### config.mk
export PLATFORM = sky130hd
export DESIGN_NAME = led_fb_arbiter
export DESIGN_NICKNAME = d
export VERILOG_FILES = /design/src/rtl/led_fb_arbiter.sv
export SDC_FILE = /design/constraint.sdc
export NUM_CORES = 1
export LEC_CHECK = 0
export ABC_AREA = 1
export BUFFER_PORTS_ARGS = -buffer_cell sky130_fd_sc_hd__buf_2
export CORE_MARGIN = 4
export CORE_UTILIZATION = 41
export CTS_CLUSTER_SIZE = 24
export DETAILED_ROUTE_END_ITERATION = 6
export GPL_ROUTABILITY_DRIVEN = 0
export PLACE_DENSITY_LB_ADDON = 0.3
export SLEW_MARGIN = 20
export SYNTH_ARGS = -nofsm -noshare
export SYNTH_HDL_FRONTEND = slang
export SYNTH_SLANG_ARGS = --single-unit
### constraint.sdc
create_clock -name clk -period 3.6 [get_ports clk]
set_input_delay 1.08 -clock clk [delete_from_list [all_inputs] [get_ports clk]]
set_output_delay 1.08 -clock clk [all_outputs]
set_load 0.02 [all_outputs]
### src/rtl/led_fb_arbiter.sv
`default_nettype none
// ============================================================================
// Module   : led_fb_arbiter
// Purpose  : Write-side controller for the double-buffered 8x8 RGB frame
//            store. Round-robin shares one pixel-RAM write port between the
//            SPI receiver (A) and the pattern engine (B), and swaps the
//            front/back banks only at scan frame boundaries.
// Options  : LED_FB_STATS_EN adds wr_count / drop_count statistics outputs.
// Revision : 1.0  initial release
// ============================================================================
module led_fb_arbiter #(
    parameter int NUM_PIX = 64,
    parameter int ADDR_W  = 6,
    parameter int PIX_W   = 24
) (
    input  logic              clk,
    input  logic              rst,
    input  logic              a_valid,
    output logic              a_ready,
    input  logic [ADDR_W-1:0] a_addr,
    input  logic [PIX_W-1:0]  a_rgb,
    input  logic              b_valid,
    output logic              b_ready,
    input  logic [ADDR_W-1:0] b_addr,
    input  logic [PIX_W-1:0]  b_rgb,
    input  logic              swap_req,
    input  logic              frame_end,
    output logic              swap_pending,
    output logic              swap_done,
    output logic              front_sel,
    output logic              wr_en,
    output logic              wr_bank,
    output logic [ADDR_W-1:0] wr_addr,
    output logic [PIX_W-1:0]  wr_rgb
`ifdef LED_FB_STATS_EN
    ,
    output logic [15:0]       wr_count,
    output logic [7:0]        drop_count
`endif
);

    typedef enum logic [1:0] {
        ST_IDLE    = 2'd0,
        ST_PENDING = 2'd1,
        ST_SWAP    = 2'd2
    } state_t;

    state_t            r_state;
    logic              r_prio_b;       // 0: A holds priority, 1: B holds priority
    logic              r_swap_pending;
    logic              r_swap_done;
    logic              r_front_sel;
    logic              r_wr_en;
    logic              r_wr_bank;
    logic [ADDR_W-1:0] r_wr_addr;
    logic [PIX_W-1:0]  r_wr_rgb;

    logic              w_idle;
    logic              w_a_xfer;
    logic              w_b_xfer;
    logic              w_xfer;
    logic [ADDR_W-1:0] w_sel_addr;
    logic [PIX_W-1:0]  w_sel_rgb;
    logic              w_in_range;
    logic              w_swap_go;

    // Grants only in IDLE and never while reset is held; ties go to the priority holder.
    assign w_idle     = (r_state == ST_IDLE) && !rst;
    assign a_ready    = w_idle && a_valid && (!b_valid || !r_prio_b);
    assign b_ready    = w_idle && b_valid && (!a_valid ||  r_prio_b);
    assign w_a_xfer   = a_valid && a_ready;
    assign w_b_xfer   = b_valid && b_ready;
    assign w_xfer     = w_a_xfer || w_b_xfer;
    assign w_sel_addr = w_a_xfer ? a_addr : b_addr;
    assign w_sel_rgb  = w_a_xfer ? a_rgb  : b_rgb;
    assign w_in_range = 32'(w_sel_addr) < NUM_PIX;
    assign w_swap_go  = (r_state == ST_PENDING) && frame_end;

    assign swap_pending = r_swap_pending;
    assign swap_done    = r_swap_done;
    assign front_sel    = r_front_sel;
    assign wr_en        = r_wr_en;
    assign wr_bank      = r_wr_bank;
    assign wr_addr      = r_wr_addr;
    assign wr_rgb       = r_wr_rgb;

    // Round-robin pointer: any grant hands priority to the other requester.
    always_ff @(posedge clk or posedge rst) begin
        if (rst) begin
            r_prio_b <= 1'b0;
        end else if (w_a_xfer) begin
            r_prio_b <= 1'b1;
        end else if (w_b_xfer) begin
            r_prio_b <= 1'b0;
        end
    end

    // Swap FSM: freeze writers once a swap is requested, flip banks on frame_end.
    always_ff @(posedge clk or posedge rst) begin
        if (rst) begin
            r_state        <= ST_IDLE;
            r_swap_pending <= 1'b0;
            r_swap_done    <= 1'b0;
            r_front_sel    <= 1'b0;
        end else begin
            r_swap_done <= 1'b0;
            case (r_state)
                ST_IDLE: begin
                    // frame_end is deliberately ignored here, even alongside swap_req.
                    if (swap_req) begin
                        r_state        <= ST_PENDING;
                        r_swap_pending <= 1'b1;
                    end
                end
                ST_PENDING: begin
                    if (frame_end) begin
                        r_state        <= ST_SWAP;
                        r_swap_pending <= 1'b0;
                        r_swap_done    <= 1'b1;
                        r_front_sel    <= ~r_front_sel;
                    end
                end
                ST_SWAP: begin
                    r_state <= ST_IDLE;
                end
                default: begin
                    r_state <= ST_IDLE;
                end
            endcase
        end
    end

    // Write stage: bank is latched at accept time so a write retiring during
    // PENDING still targets the bank that was back when it was accepted.
    always_ff @(posedge clk or posedge rst) begin
        if (rst) begin
            r_wr_en   <= 1'b0;
            r_wr_bank <= 1'b0;
            r_wr_addr <= '0;
            r_wr_rgb  <= '0;
        end else begin
            r_wr_en <= w_xfer && w_in_range;
            if (w_xfer) begin
                r_wr_bank <= ~r_front_sel;
                r_wr_addr <= w_sel_addr;
                r_wr_rgb  <= w_sel_rgb;
            end
        end
    end

`ifdef LED_FB_STATS_EN
    logic [15:0] r_wr_count;
    logic [7:0]  r_drop_count;

    assign wr_count   = r_wr_count;
    assign drop_count = r_drop_count;

    // Saturating statistics; the write count restarts with each new front frame.
    always_ff @(posedge clk or posedge rst) begin
        if (rst) begin
            r_wr_count   <= '0;
            r_drop_count <= '0;
        end else begin
            if (w_swap_go) begin
                r_wr_count <= '0;
            end else if (r_wr_en && (r_wr_count != 16'hFFFF)) begin
                r_wr_count <= r_wr_count + 16'd1;
            end
            if (w_xfer && !w_in_range && (r_drop_count != 8'hFF)) begin
                r_drop_count <= r_drop_count + 8'd1;
            end
        end
    end
`endif

endmodule
`default_nettype wire

==> run_results.csv <==
group,metric,value,unit
clocking,clkSlewWorstSetupHoldPaths,0.07,ns
timing,finalCritPeriodShare,80.3,%
synth,synth_top_family_by_area,"simple AND/OR/NAND/NOR gates",
pwr,p_leak,1.57,nW
timing,hold_viol_final,0,
critical_path,cp_top_family,"buffers and inverters",
synth,synthAdderAreaFrac,0,%
synth,syn_inst,265,
finish,final_cells,429,
critical_path,worst-setup-path-type,"in2out",
finish,nets,427,
synth,syn_area,0.00210,sq mm
synth,synth_xor_area_share,0.417,%
critical_path,worstPathArrival,1.81,ns
critical_path,end_kind,"output pin",
global_routing,grt_max_degree,39,
global_routing,grt_pass1_wl,9.27,mm
route,antenna_left,0,
finish,area_growth,28.9,%
die,start_util,43.3,%
timing,fmax,346,MHz
synth,ys_ff_latch,38,
place,port_buffers,102,
critical_path,cp_slowest_cell,"nand2_4",
clocking,htreeDepth,2,
hold_path,min_path_type,"reg2reg",
critical_path,rr_endpoint,"wr_rgb[6]",
die,core-area,0.00485,sq mm
timing,grt_setup_unrepaired,"no",
clocking,cts_resized,0,
outcome,status,"completed",
place,dpl.hpwl,3.80,mm
die,fp.dieH,79.5,microns
timing,tightest_slew,0.852,ns
timing,clock_skew,0.00396,ns
place,placedCellCount,421,
synth,seq_area_frac_synth,45.3,%
global_routing,antenna_found_initial,0,
global_routing,grt_usage,18.5,%
synth,synthSimpleGateAreaFrac,29.5,%
clocking,cts_buffers,5,
pwr,fin_total_pwr,0.00185,W
critical_path,r2r_start,"r_state[1]",
die,io_pins,103,
route,routed_via_density,4.82,
critical_path,crit_buf_inv,5,
clocking,clock_latency,0.28,ns
route,dr.first_iter.drc_count,92,
critical_path,cp_slowest_stage_delay,0.19,ns
global_routing,grt_pass1_vias,2085,
die,die_area,0.00633,sq mm
critical_path,reg2reg_depth,6,
critical_path,critical_path.cell_chain,"buf_2, clkinvlp_4, nand2_4, inv_1, nand3_2, inv_1, buf_2",
route,num_vias,2066,
finish,drive_above_1_share,33.7,%
finish,diodes,0,
route,route.detailed.drc,0,
timing,setup_viol,0,
timing,hold_slack,0.477,ns
critical_path,critPathMaxFanout,15,
clocking,cts_tree,"yes",
pwr,powerDensity,684,mW/mm^2
pwr,ir_drop,0.382,mV
critical_path,path_depth,7,
route,dr.pass1.iters,4,
critical_path,cp-start-kind,"input port",
clocking,cts_buffer_depth,2,
clocking,ctsHoldBuffers,0,
run,cap_violations,0,
synth,syn_nets,331,
synth,ys_types,16,
place,dp_worst_setup_slack,0.712,ns
die,die_w,79.5,microns
critical_path,endpoint,"b_ready",
clocking,post-cts-setup-buffer-count,0,
clocking,clock-sinks,38,
critical_path,rrSetupSlack,1.62,ns
synth,synth_compound_area_share,12.0,%
clocking,cts_root_buf,"clkbuf_8",
synth,synth.avg_cell_area,7.92,sq um
timing,setup_ws,0.709,ns
timing,maxSlewViolCount,0,
synth,synth_mux_area_share,0,%
synth,ys_warn_count,0,
timing,fin_tns_setup,0,ns
critical_path,cp.required,2.52,ns
route,drt-total-wl,5.60,mm
critical_path,crit_start,"rst",
die,row_count,25,
global_routing,grt_overflow_total,0,
timing,slew_headroom,43.0,%
route,wl_per_cell,13.1,microns
timing,period_minus_slack,2.89,ns
-- routing by layer --
layer | global-route usage (%) | up-vias | routed length (microns)
met4 | 4.64 | 0 | 40
met2 | 30.2 | 74 | 2650
li1 | - | 1030 | -
met1 | 24.1 | 958 | 2450
met3 | 5.08 | 4 | 459
met5 | 0 | - | 0
-- synth_stat cells --
cell / count / area (sq um)
nand2_1: 69 / 259
nand3_1: 62 / 310
dfrtp_1: 38 / 951
inv_1: 38 / 143
o21bai_1: 30 / 225
buf_2: 10 / 50.1
buf_4: 5 / 37.5
buf_6: 3 / 33.8
nor2_4: 2 / 22.5
o21ai_0: 2 / 10.0
a21oi_4: 1 / 16.3
inv_2: 1 / 3.75
nand2_2: 1 / 6.26
nand2_4: 1 / 11.3
nand3_2: 1 / 10.0
xor2_1: 1 / 8.76
-- registers in the layout, indices dropped and copies added, names as in the netlist --
signal and cells:
wr_bank 1, wr_rgb 24, wr_en 1, swap_pending 1, r_state 2, swap_done 1
front_sel 1, wr_addr 6, r_prio_b 1
-- per-stage QoR --
step	utilization, %	area [sq um]
after global routing	55.8	2700
after detailed placement	53.9	2610
after global placement	53.9	2610
after floorplan	-	2100
after CTS	55.8	2700
final	55.8	2700
-- worst min-delay path, cell delays in order, from the launching register on --
cell     delay (ns)
dfrtp_1        0.35
nand2_1        0.06
nand2_1        0.05
-- logic make-up (layout without fill, tap and decap cells) --
| logic type | after synthesis | after routing |
|---|---|---|
| AOI/OAI and AO/OA | 33 | 33 |
| xor gates and xnor gates | 1 | 1 |
| and+or+nand+nor | 136 | 136 |
| DFF | 38 | 38 |
| buffers and inverters | 57 | 154 |
-- power by group --
group          switching [W]  internal [W]
clock               0.000148      0.000155
sequential         0.0000973      0.000610
combinational       0.000554      0.000286
-- worst min path at each step --
stage / from / to / slack [ns] / depth (start not counted)
final: swap_pending / swap_pending / 0.48 / 2
after global routing: wr_addr[3] / wr_addr[3] / 0.54 / 2
after global placement: swap_pending / swap_pending / 0.45 / 2
after detailed placement: swap_pending / swap_pending / 0.46 / 2
after floorplan: r_prio_b / r_prio_b / 0.53 / 2
after CTS: swap_pending / swap_pending / 0.48 / 2
-- final cells by class --
type / instances / area (sq um)
sequential: 38 / 951
timing repair buffer: 107 / 548
inverter: 39 / 150
clock buffer: 7 / 86.3
tap: 67 / 83.8
clock inverter: 1 / 5.00
fill: 481 / 2140
multi-input combinational: 170 / 880
-- placed cells by master, fill, tap and decap left out, types with 2 or more instances in the layout --
cell	instances
buf_4	5
clkbuf_8	6
buf_2	102
nand2_1	69
o21ai_0	2
nor2_4	2
o21bai_1	30
dfrtp_1	38
inv_1	37
nand3_1	62
No activity file was read; power rests on OpenSTA's default activity.
